===== src/rtl/pad_reader_pkg.sv =====
// Shared types and constants for the NES-style gamepad reader.
// Button indices follow the controller's serial shift order.
package pad_reader_pkg;

  localparam int PAD_BITS   = 8;
  localparam int BTN_A      = 0;
  localparam int BTN_B      = 1;
  localparam int BTN_SELECT = 2;
  localparam int BTN_START  = 3;
  localparam int BTN_UP     = 4;
  localparam int BTN_DOWN   = 5;
  localparam int BTN_LEFT   = 6;
  localparam int BTN_RIGHT  = 7;

  typedef struct packed {
    logic right;
    logic left;
    logic jump;
    logic squat;
    logic defend;
  } cmd_t;

  typedef enum logic [2:0] {IDLE, LATCH, LOW, HIGH, DONE} pad_state_t;

endpackage


===== src/rtl/pad_reader_sync_bit.sv =====
// Multi-flop synchroniser for the asynchronous pad_data line.
// Resets to 1 so that a released (high) line reads as "not pressed".
module sync_bit
  import pad_reader_pkg::*;
#(
  parameter int STG = 2
) (
  input  logic clk,
  input  logic rst_n,
  input  logic d,
  output logic q
);

  logic [STG-1:0] r_chain;

  always_ff @(posedge clk or negedge rst_n) begin
    if (!rst_n) begin
      r_chain <= '1;
    end else begin
      r_chain <= {r_chain[STG-2:0], d};
    end
  end

  assign q = r_chain[STG-1];

endmodule


===== src/rtl/pad_reader.sv =====
// Gamepad front end: polls a 4021 shift-register pad and drives per-player commands.
// Define PAD_DEBOUNCE_EN to require two identical consecutive reads before publishing.
module pad_reader
  import pad_reader_pkg::*;
#(
  parameter int HALF_CYC = 6,
  parameter int SYNC_STG = 2
) (
  input  logic clk,
  input  logic rst_n,
  input  logic poll,
  input  logic pad_data,
  output logic pad_latch,
  output logic pad_clk,
  output logic right,
  output logic left,
  output logic jump,
  output logic squat,
  output logic defend,
  output logic upd,
  output logic busy
);

  localparam int CNT_W = $clog2(2*HALF_CYC+1);
  localparam logic [CNT_W-1:0] LATCH_LAST = CNT_W'(2*HALF_CYC-1);
  localparam logic [CNT_W-1:0] HALF_LAST  = CNT_W'(HALF_CYC-1);

  pad_state_t          r_state;
  logic [CNT_W-1:0]    r_cnt;
  logic [2:0]          r_bit;
  logic [PAD_BITS-1:0] r_btn;
  cmd_t                r_cmd;
  logic                r_latch;
  logic                r_pclk;
  logic                r_upd;
  logic                r_busy;
  logic                w_data_sync;
  cmd_t                w_mapped;
`ifdef PAD_DEBOUNCE_EN
  cmd_t                r_prev;
`endif

  function automatic cmd_t map_buttons(input logic [PAD_BITS-1:0] btn);
    cmd_t c;
    logic jump_raw;
    jump_raw = btn[BTN_UP] | btn[BTN_A];
    c.right  = btn[BTN_RIGHT] & ~btn[BTN_LEFT];
    c.left   = btn[BTN_LEFT] & ~btn[BTN_RIGHT];
    c.jump   = jump_raw;
    c.squat  = btn[BTN_DOWN] & ~jump_raw;
    c.defend = btn[BTN_B];
    return c;
  endfunction

  sync_bit #(.STG(SYNC_STG)) u_sync (
    .clk   (clk),
    .rst_n (rst_n),
    .d     (pad_data),
    .q     (w_data_sync)
  );

  assign w_mapped = map_buttons(r_btn);

  always_ff @(posedge clk or negedge rst_n) begin
    if (!rst_n) begin
      r_state <= IDLE;
      r_cnt   <= '0;
      r_bit   <= '0;
      r_btn   <= '0;
      r_cmd   <= '0;
      r_latch <= 1'b0;
      r_pclk  <= 1'b1;
      r_upd   <= 1'b0;
      r_busy  <= 1'b0;
`ifdef PAD_DEBOUNCE_EN
      r_prev  <= '0;
`endif
    end else begin
      r_upd <= 1'b0;
      case (r_state)
        IDLE: begin
          if (poll) begin
            r_state <= LATCH;
            r_latch <= 1'b1;
            r_busy  <= 1'b1;
            r_cnt   <= '0;
          end
        end
        LATCH: begin
          if (r_cnt == LATCH_LAST) begin
            r_state <= LOW;
            r_latch <= 1'b0;
            r_pclk  <= 1'b0;
            r_cnt   <= '0;
            r_bit   <= '0;
          end else begin
            r_cnt <= r_cnt + CNT_W'(1);
          end
        end
        LOW: begin
          // Sample at the end of the low phase, long after the last shift settled.
          if (r_cnt == HALF_LAST) begin
            r_btn[r_bit] <= ~w_data_sync;
            r_state      <= HIGH;
            r_pclk       <= 1'b1;
            r_cnt        <= '0;
          end else begin
            r_cnt <= r_cnt + CNT_W'(1);
          end
        end
        HIGH: begin
          if (r_cnt == HALF_LAST) begin
            r_cnt <= '0;
            if (r_bit == 3'd7) begin
              r_state <= DONE;
            end else begin
              r_bit   <= r_bit + 3'd1;
              r_state <= LOW;
              r_pclk  <= 1'b0;
            end
          end else begin
            r_cnt <= r_cnt + CNT_W'(1);
          end
        end
        DONE: begin
          r_state <= IDLE;
          r_busy  <= 1'b0;
`ifdef PAD_DEBOUNCE_EN
          r_prev <= w_mapped;
          if ((w_mapped == r_prev) && (w_mapped != r_cmd)) begin
            r_cmd <= w_mapped;
            r_upd <= 1'b1;
          end
`else
          r_cmd <= w_mapped;
          r_upd <= 1'b1;
`endif
        end
        default: r_state <= IDLE;
      endcase
    end
  end

  assign pad_latch = r_latch;
  assign pad_clk   = r_pclk;
  assign right     = r_cmd.right;
  assign left      = r_cmd.left;
  assign jump      = r_cmd.jump;
  assign squat     = r_cmd.squat;
  assign defend    = r_cmd.defend;
  assign upd       = r_upd;
  assign busy      = r_busy;

endmodule


===== config.mk =====
export PLATFORM = sky130hd
export DESIGN_NAME = pad_reader
export DESIGN_NICKNAME = d
export VERILOG_FILES = /design/src/rtl/pad_reader_pkg.sv /design/src/rtl/pad_reader_sync_bit.sv /design/src/rtl/pad_reader.sv
export SDC_FILE = /design/constraint.sdc
export NUM_CORES = 1
export LEC_CHECK = 0
export BUFFER_PORTS_ARGS = -buffer_cell sky130_fd_sc_hd__buf_2
export CAP_MARGIN = 10
export CORE_MARGIN = 2
export CORE_UTILIZATION = 35
export CTS_BUF_LIST = sky130_fd_sc_hd__clkbuf_2
export CTS_CLUSTER_DIAMETER = 120
export DETAILED_ROUTE_END_ITERATION = 8
export SETUP_SLACK_MARGIN = 0.2
export SYNTH_ARGS = -nofsm -noshare
export SYNTH_HDL_FRONTEND = slang
export SYNTH_SLANG_ARGS = --single-unit

===== constraint.sdc =====
create_clock -name clk -period 1.82 [get_ports clk]
set_input_delay 0.364 -clock clk [delete_from_list [all_inputs] [get_ports clk]]
set_output_delay 0.364 -clock clk [all_outputs]
set_load 0.05 [all_outputs]

==> impl_metrics.csv, run 1 <==
group,metric,value,unit
status,status,"completed",
global_routing,grt_util_met2,23.7,%
setup_path,ff2ff_path_depth,6,
final_layout,syn2layout_area_growth,18.5,%
place,place_congestion,0.856,
synth,yosys.cell_types.count,36,
sta,finalSetupViolations,0,
synth,synth_simple_gate_area_share,21.4,%
routing,ant_nets,0,
setup_path,crit_path_top_delay_cell,"dfrtp_1",
synth,ys_ff_latch,27,
setup_path,cp_data_arrival_time,2.02,ns
setup_path,reg2reg_slack,0.13,ns
sta,rsz0062_at_grt,"yes",
floorplan,fp.dieArea,4340,um2
global_routing,overflow,0,
power_and_ir_drop,power.leakage,0.000751,uW
place,post-place-cells,184,
sta,max_slew.worst_pin.slew,0.588,ns
global_routing,grt_use_met1,17.0,%
floorplan,fp.dieW,65.8,um
final_layout,fin_cells,199,
power_and_ir_drop,ir_drop,0.319,mV
final_layout,seqCellArea,681,um2
global_routing,grt_pass1_vias,1029,
final_layout,multi_input_area,626,um2
setup_path,path_class,"flop to flop",
routing,drt-initial-drc-count,42,
clock_tree,clockRootBuffer,"clkbuf_2",
routing,totalWireLength,2510,um
clock_tree,cts_num_sinks,27,
synth,synth.avg_cell_area,10.4,um2
routing,drc,0,
global_routing,grt_pass1_wl,4680,um
global_routing,grt_most_used_layer,"met2",
clock_tree,clk_latency,0.36,ns
routing,vias,1002,
clock_tree,cts.path.max_buffers,2,
global_routing,grt_max_degree,28,
global_routing,use_met3,3.75,%
setup_path,crit_buf_inv,1,
clock_tree,cts_made_buffers,3,
sta,slew_viol_final,0,
final_layout,fill_cells,353,
clock_tree,htree_levels,1,
final_layout,layout_common_cells,"dfrtp_1 (23), nand2_1 (16), buf_4 (13)",
setup_path,critPathCapture,"r_bit[0]$_DFFE_PN0P_",
routing,drt-pass1-iter-count,4,
synth,ys.flop_type,"dfrtp_1",
setup_path,worst_path_largest_cell_delay,0.48,ns
synth,synthArstFlopShare,100,%
sta,whs,0.0755,ns
floorplan,pin_count,13,
global_routing,groute.usage.overall,13.9,%
place,dp_hpwl,1730,um
setup_path,cp_max_fo,4,
floorplan,start_util,36.6,%
setup_path,r2r-end,"r_bit[0]$_DFFE_PN0P_",
setup_path,cp.depth,6,
power_and_ir_drop,cellPowerDensity,541,nW/um2
floorplan,core_area,3660,um2
power_and_ir_drop,finalPower,858,uW
synth,synth.cell_area,1340,um2
hold_path,hp-class,"input pin to flop",
sta,min_period,1.69,ns
place,io_buffers,12,
synth,synth-compound-area-share,16.9,%
floorplan,rows,22,
synth,syn_nets,137,
sta,tns,0,ns
setup_path,cp-startpoint,"r_cnt[1]$_DFFE_PN0P_",
final_layout,layout_commonest_cell,"dfrtp_1",
routing,wl_per_cell,12.6,um
sta,fmax,592,MHz
clock_tree,cts_tree,"done",
setup_path,crit_family,"simple AND/OR/NAND/NOR gates",
synth,syn_inst,129,
sta,fin_crit_sh,92.7,%
floorplan,die_y,65.8,um
setup_path,cp-start-kind,"flop",
sta,relSlewSlack,60.8,%
setup_path,path_cells,"inv_2 > ha_4 > nand4bb_4 > o2bb2a_4 > or4b_4 > nand3_2",
final_layout,nets,160,
synth,synth_xor_area_share,0,%
final_layout,antennaDiodeCount,0,
synth,synth_edf_count,0,
synth,synthMuxAreaShare,1.50,%
synth,yosysSeqAreaShare,50.7,%
synth,synth_top_family_by_area,"simple AND/OR/NAND/NOR gates",
sta,skew,0.0130,ns
sta,hold_viol_final,0,
global_routing,antenna_found_initial,0,
setup_path,endpoint_kind,"flop",
routing,avgViaCountPerCell,5.04,
final_layout,drive_gt1_share,31.8,%
synth,synthAdderAreaFrac,3.74,%
job,cap_violations,0,
setup_path,timing.rr.start,"r_cnt[1]$_DFFE_PN0P_",
synth,yosysWarningCount,0,
clock_tree,clkTransAtPathRegs,0.25,ns
setup_path,cp_data_required_time,2.15,ns
## worst min-delay path by stage
stage                                startpoint                           to  slack [ns]  cells after the start
floorplan                                 rst_n             busy$_DFFE_PN0P_        0.07                      0
global placement    u_sync.r_chain[0]$_DFF_PN1_  u_sync.r_chain[1]$_DFF_PN1_        0.35                      0
detailed placement  u_sync.r_chain[0]$_DFF_PN1_  u_sync.r_chain[1]$_DFF_PN1_        0.35                      0
CTS                                    pad_data  u_sync.r_chain[0]$_DFF_PN1_        0.05                      1
global route                           pad_data  u_sync.r_chain[0]$_DFF_PN1_       0.003                      1
finish                                 pad_data  u_sync.r_chain[0]$_DFF_PN1_        0.08                      1
## state kept, by name, indices dropped and copies added (netlist names)
| register | cells |
|---|---|
| r_cnt | 4 |
| r_state | 3 |
| upd | 1 |
| r_btn | 6 |
| busy | 1 |
| jump | 1 |
| pad_latch | 1 |
| right | 1 |
| pad_clk | 1 |
| squat | 1 |
| r_bit | 3 |
| left | 1 |
| u_sync.r_chain | 2 |
| defend | 1 |
## stage by stage
step           utilization, %  instance area [um2]  setup WS (ns)
6_report                 43.3                 1590          0.132
5_1_grt                  43.3                 1590         0.0341
4_1_cts                  42.0                 1540          0.134
3_5_place_dp             39.3                 1440         0.0685
3_3_place_gp             39.3                 1440          0.130
2_1_floorplan               -                 1340         0.0880
## where the power goes
part	internal (uW)	leakage [uW]	switching, uW
Clock	49.8	0.0000164	177
Sequential	608	0.000345	3.15
Combinational	5.57	0.000389	14.9
Total	663	0.000751	195
## cell families (layout without fill, tap and decap cells)
logic type      after synthesis  after routing
compound gates               32             32
fa+ha+maj                     4              4
buf+inv                      16             38
flops                        27             27
mux                           2              2
simple gates                 48             48
## repair_timing
item	4_1_cts	5_1_grt
endpoints found under the setup margin	9	13
pin swaps	1	3
cloned	0	0
resized for setup	5	7
setup buffers	7	3
endpoints found under the hold margin	24	0
hold buffers	1	0
## Yosys cell counts, types with 2 or more instances
cell / instances / area share [%]
nand3b_1: 3 / 1.7
inv_1: 8 / 2.2
nor3_1: 3 / 1.1
a31oi_1: 5 / 2.3
clkbuf_1: 4 / 1.1
nor2_1: 9 / 2.5
a21oi_1: 5 / 1.9
a22o_1: 2 / 1.3
nand3_1: 6 / 2.2
a41oi_1: 4 / 2.6
o31ai_1: 3 / 1.7
o21ai_0: 7 / 2.6
dfrtp_1: 24 / 45
buf_6: 2 / 1.7
nand2_1: 17 / 4.8
ha_1: 4 / 3.7
mux2i_1: 2 / 1.5
dfstp_2: 3 / 5.9
## layer usage
metal	wire length (um)	part of all wire (%)
met3	74	2.9
met5	0	0
met2	1280	51
met1	1140	45
met4	14	0.56
## final cells by class
class                   count  area share [%]
well taps                  48            3.79
flip-flops and latches     27            42.9
repair buffers             26            10.7
multi-input cells          86            39.4
clock buffers               3           0.946
clock inverters             1           0.315
inverters                   8            1.89
No activity file was read; power rests on OpenSTA's default activity.
==> inputs of run 2 (changes only) <==
--- a/config.mk
+++ b/config.mk
@@ -8,10 +8,12 @@
 export BUFFER_PORTS_ARGS = -buffer_cell sky130_fd_sc_hd__buf_2
 export CAP_MARGIN = 10
 export CORE_MARGIN = 2
-export CORE_UTILIZATION = 35
+export CORE_UTILIZATION = 50
 export CTS_BUF_LIST = sky130_fd_sc_hd__clkbuf_2
 export CTS_CLUSTER_DIAMETER = 120
 export DETAILED_ROUTE_END_ITERATION = 8
+export PLACE_DENSITY = 0.72
+export REMOVE_ABC_BUFFERS = 1
 export SETUP_SLACK_MARGIN = 0.2
 export SYNTH_ARGS = -nofsm -noshare
 export SYNTH_HDL_FRONTEND = slang
==> run 2 against run 1 <==
  * Wire length grew 2.9%
  * Hold slack gained 0.20 ns
  * Sequential power is essentially flat
  * Flip-flop and latch count is the same
  * Critical path depth is the same
  * Fmax shrank 1.0%
  * Sequential share of layout area grew 0.090 points
==> impl_metrics.csv, run 2 (synthesized netlist as in run 1, its figures left out) <==
group,metric,value,unit
final_layout,fin_cells,182,
sta,fin_crit_sh,93.7,%
setup_path,crit_family,"simple AND/OR/NAND/NOR gates",
sta,finalSetupViolations,0,
setup_path,cp_max_fo,5,
final_layout,largest_reg_flops,6,
floorplan,die_y,55.7,um
clock_tree,htree_levels,1,
global_routing,groute.usage.overall,18.1,%
clock_tree,cts.path.max_buffers,2,
setup_path,endpoint_kind,"flop",
sta,rsz0062_at_grt,"yes",
power_and_ir_drop,ir_drop,0.391,mV
floorplan,fp.dieW,55.7,um
setup_path,cp_data_arrival_time,2.01,ns
floorplan,fp.dieArea,3110,um2
global_routing,grt_pass1_wl,4440,um
setup_path,timing.rr.start,"r_cnt[1]$_DFFE_PN0P_",
place,place_congestion,0.768,
status,status,"completed",
setup_path,worst_path_largest_cell_delay,0.47,ns
hold_path,hp-class,"input pin to flop",
routing,drt-pass1-iter-count,4,
routing,avgViaCountPerCell,5.70,
global_routing,grt_max_degree,28,
hold_path,hp-start,"poll",
routing,totalWireLength,2580,um
sta,min_period,1.71,ns
floorplan,core_area,2500,um2
setup_path,path_class,"flop to flop",
clock_tree,cts_tree,"done",
clock_tree,cts_num_sinks,27,
setup_path,path_cells,"inv_2 > ha_4 > nand4bb_4 > o2bb2a_4 > or4b_1 > nand3_1",
routing,vias,1038,
global_routing,grt_pass1_vias,979,
final_layout,nets,161,
job,cap_violations,0,
sta,skew,0.00902,ns
final_layout,fin_util,63.6,%
place,io_buffers,12,
setup_path,cp_data_required_time,2.12,ns
floorplan,pin_count,13,
final_layout,layout_commonest_cell,"dfrtp_1",
sta,tns,0,ns
place,post-place-cells,168,
global_routing,overflow,0,
sta,relSlewSlack,61.9,%
final_layout,largestRegisters,"r_btn (6), r_cnt (4)",
final_layout,multi_input_area,638,um2
global_routing,antenna_found_initial,0,
power_and_ir_drop,cellPowerDensity,540,nW/um2
final_layout,largest-register,"r_btn",
sta,fmax,586,MHz
clock_tree,clkTransAtPathRegs,0.24,ns
sta,whs,0.274,ns
routing,ant_nets,0,
clock_tree,clockRootBuffer,"clkbuf_2",
sta,max_slew.worst_pin.slew,0.571,ns
final_layout,syn2layout_area_growth,18.7,%
power_and_ir_drop,power.leakage,0.000756,uW
setup_path,crit_path_top_delay_cell,"dfrtp_1",
final_layout,drive_gt1_share,30.9,%
final_layout,layout_common_cells,"dfrtp_1 (21), nand2_1 (17), buf_4 (13)",
setup_path,crit_buf_inv,1,
setup_path,reg2reg_slack,0.11,ns
final_layout,fill_cells,185,
final_layout,final_area,1590,um2
floorplan,rows,18,
place,dpl_cell_area,1430,um2
final_layout,antennaDiodeCount,0,
routing,drt-initial-drc-count,30,
setup_path,cp-start-kind,"flop",
routing,wl_per_cell,14.2,um
floorplan,start_util,53.6,%
clock_tree,cts_made_buffers,3,
clock_tree,clk_latency,0.35,ns
sta,hold_viol_final,0,
routing,drc,0,
sta,slew_viol_final,0,
final_layout,seqCellArea,683,um2
place,dp_hpwl,1610,um
setup_path,cp-startpoint,"r_cnt[1]$_DFFE_PN0P_",
-- run 2: worst paths after layout --
check / cells after the start / to
max: 6 / r_bit[0]$_DFFE_PN0P_
min: 3 / busy$_DFFE_PN0P_
max reg2reg: 6 / r_bit[0]$_DFFE_PN0P_
min reg2reg: 0 / u_sync.r_chain[1]$_DFF_PN1_
max in group asynchronous: 2 / r_bit[1]$_DFFE_PN0P_
min in group asynchronous: 2 / r_cnt[3]$_DFFE_PN0P_
-- run 2: layout make-up --
cell class / count / share of cell area (%)
Timing Repair Buffer: 27 / 11.3
Clock buffer: 4 / 1.26
Inverter: 8 / 1.89
Sequential cell: 27 / 43.0
Multi-Input combinational cell: 86 / 40.2
Tap cell: 30 / 2.36
-- run 2: power breakdown --
group	total, uW	internal [uW]	switching, uW
clock network	226	58.0	168
registers	611	608	3.00
logic	20.8	6.75	14.1
-- run 2: tightest hold or removal path: stages --
cell,delay (ns)
buf_2,0.11
a21oi_1,0.06
nor2_1,0.07
-- run 2: metrics by stage --
stage	worst slack [ns]	power (uW)
floorplan	0.175	623
finish	0.115	857
global placement	0.141	639
detailed placement	0.0728	640
global route	0.0867	908
CTS	0.154	871
-- run 2: repair_timing --
item,CTS,global route
pin swaps,4,2
hold endpoints to repair,24,1
setup buffers,7,1
hold buffers,1,1
gates resized for setup,8,6
endpoints found under the setup margin,12,12
-- run 2: layer usage --
layer  share of wire [%]  track usage (%)
met4                 1.6             8.36
met1                  47             23.5
met5                   0                0
met2                  48             29.6
met3                 3.6             3.02
==> inputs of run 3 (changes only) <==
--- a/config.mk
+++ b/config.mk
@@ -7,6 +7,7 @@
 export LEC_CHECK = 0
 export BUFFER_PORTS_ARGS = -buffer_cell sky130_fd_sc_hd__buf_2
 export CAP_MARGIN = 10
+export CORE_ASPECT_RATIO = 0.6
 export CORE_MARGIN = 2
 export CORE_UTILIZATION = 50
 export CTS_BUF_LIST = sky130_fd_sc_hd__clkbuf_2
==> run 3 against run 2 <==
  * First-iteration DRC count grew to 3.4 times the previous value
  * Global-route usage up 1.7 points
  * Setup slack got worse by 0.018 ns
  * Sequential share of layout area shrank 2.7 points
  * Non-clock buffer count increased by 7
  * Combinational power is essentially flat
  * Critical path type unchanged
  * Largest power group unchanged
==> impl_metrics.csv, run 3 (synthesized netlist as in run 1, its figures left out) <==
group,metric,value,unit
status,status,"completed",
global_routing,overflow,0,
sta,rsz0062_at_grt,"yes",
final_layout,fill_cells,181,
floorplan,pin_count,13,
setup_path,cp_data_arrival_time,2.07,ns
setup_path,cp_data_required_time,2.17,ns
floorplan,core_area,2520,um2
hold_path,hp-start,"pad_data",
clock_tree,cts_tree,"done",
setup_path,cp-start-kind,"flop",
global_routing,groute.usage.overall,19.9,%
final_layout,antennaDiodeCount,0,
power_and_ir_drop,pwr-share-clk,27.7,%
global_routing,grt_max_degree,28,
routing,vias,1087,
setup_path,endpoint_kind,"flop",
sta,fin_crit_sh,94.7,%
sta,skew,0.00573,ns
sta,max_slew.worst_pin.slew,0.604,ns
floorplan,fp.dieArea,3120,um2
sta,finalSetupViolations,0,
final_layout,syn2layout_area_growth,26.5,%
sta,hold_viol_final,0,
final_layout,layout_common_cells,"dfrtp_1 (21), buf_4 (19), nand2_1 (16)",
final_layout,largest_reg_flops,6,
clock_tree,htree_levels,1,
power_and_ir_drop,finalPower,874,uW
setup_path,path_class,"flop to flop",
setup_path,worst_path_largest_cell_delay,0.49,ns
final_layout,layout_commonest_cell,"dfrtp_1",
routing,avgViaCountPerCell,5.69,
hold_path,hp-class,"input pin to flop",
clock_tree,clockRootBuffer,"clkbuf_2",
floorplan,start_util,53.1,%
setup_path,crit_path_top_delay_cell,"dfrtp_1",
sta,min_period,1.72,ns
setup_path,crit_family,"simple AND/OR/NAND/NOR gates",
final_layout,largestRegisters,"r_btn (6), r_cnt (4)",
floorplan,die_y,44.1,um
setup_path,cp_max_fo,4,
routing,drt-pass1-iter-count,4,
final_layout,fin_util,67.2,%
setup_path,cp-startpoint,"r_cnt[1]$_DFFE_PN0P_",
power_and_ir_drop,cellPowerDensity,516,nW/um2
routing,totalWireLength,2970,um
floorplan,rows,14,
setup_path,crit_buf_inv,1,
clock_tree,cts.path.max_buffers,2,
final_layout,seqCellArea,683,um2
power_and_ir_drop,switchingPower,210,uW
final_layout,drive_gt1_share,37.1,%
power_and_ir_drop,p_comb_share,2.3,%
place,dp_slack,0.0888,ns
clock_tree,clk_latency,0.38,ns
clock_tree,cts_num_sinks,27,
sta,setup_slack,0.0965,ns
global_routing,grt_pass1_vias,969,
global_routing,antenna_found_initial,0,
final_layout,largest-register,"r_btn",
floorplan,fp.dieW,70.8,um
setup_path,path_cells,"inv_2 > ha_4 > nand4bb_4 > o2bb2a_4 > or4b_1 > nand3_1",
power_and_ir_drop,ir_drop,0.395,mV
routing,ant_nets,0,
routing,drc,0,
power_and_ir_drop,power.leakage,0.000797,uW
final_layout,multi_input_area,677,um2
sta,relSlewSlack,59.7,%
place,io_buffers,12,
power_and_ir_drop,power.internal,664,uW
place,place_congestion,0.795,
place,dp_hpwl,1850,um
sta,tns,0,ns
job,cap_violations,0,
clock_tree,cts_made_buffers,3,
setup_path,timing.rr.start,"r_cnt[1]$_DFFE_PN0P_",
power_and_ir_drop,switching_share,24.0,%
power_and_ir_drop,power_frac_seq,69.9,%
global_routing,grt_pass1_wl,4710,um
sta,slew_viol_final,0,
sta,fmax,580,MHz
routing,drt-initial-drc-count,103,
clock_tree,clkTransAtPathRegs,0.26,ns
routing,wl_per_cell,15.6,um
final_layout,nets,168,
## run 3: layout make-up
cell class | count | area share (%)
clock buffers | 3 | 0.886
clock inverters | 1 | 0.443
inverters | 8 | 1.77
multi-input cells | 86 | 40.0
flip-flops and latches | 27 | 40.3
well taps | 32 | 2.36
repair buffers | 34 | 14.3
## run 3: timing repair
action	4_1_cts	5_1_grt
setup endpoints to repair	14	11
resized for setup	10	15
hold endpoints to repair	24	0
hold buffers	1	0
pin swaps	2	6
setup buffers	9	7
## run 3: worst paths after layout
path                            slack (ns)  cells after the start                     endpoint
worst max-delay path                   0.1                      6         r_bit[0]$_DFFE_PN0P_
worst min-delay path                  0.04                      1  u_sync.r_chain[0]$_DFF_PN1_
worst max register to register         0.1                      6         r_bit[0]$_DFFE_PN0P_
worst min register to register        0.38                      0  u_sync.r_chain[1]$_DFF_PN1_
max in group asynchronous             0.93                      2         r_cnt[0]$_DFFE_PN0P_
min in group asynchronous             0.47                      2         r_btn[5]$_DFFE_PN0P_
## run 3: metrics by stage
stage	cells	cell area [um2]	hold WS [ns]
6_report	191	1690	0.0367
5_1_grt	191	1690	0.0134
4_1_cts	184	1560	0.0263
3_5_place_dp	170	1430	0.352
3_3_place_gp	170	1430	0.345
2_1_floorplan	121	1290	0.0684
## run 3: layer usage
metal	global-route usage [%]	part of all wire [%]
met1	27.9	49
met2	31.4	44
met3	5.69	5.0
met4	4.53	1.7
met5	0	0
## run 3: worst reg2reg max path, stage by stage, from the launching register on
cell and delay, ns:
dfrtp_1 0.49, inv_2 0.10, ha_4 0.14, nand4bb_4 0.16, o2bb2a_4 0.24, or4b_1 0.46, nand3_1 0.09
## run 3: power groups by stage
| stage | Combinational (uW) | Sequential [uW] | Clock [uW] |
|---|---|---|---|
| floorplan | 3.01 | 620 | 0 |
| global placement | 19.3 | 620 | 0 |
| detailed placement | 20.1 | 621 | 0 |
| CTS | 21.6 | 611 | 253 |
| global route | 24.6 | 612 | 270 |
| finish | 20.5 | 611 | 242 |
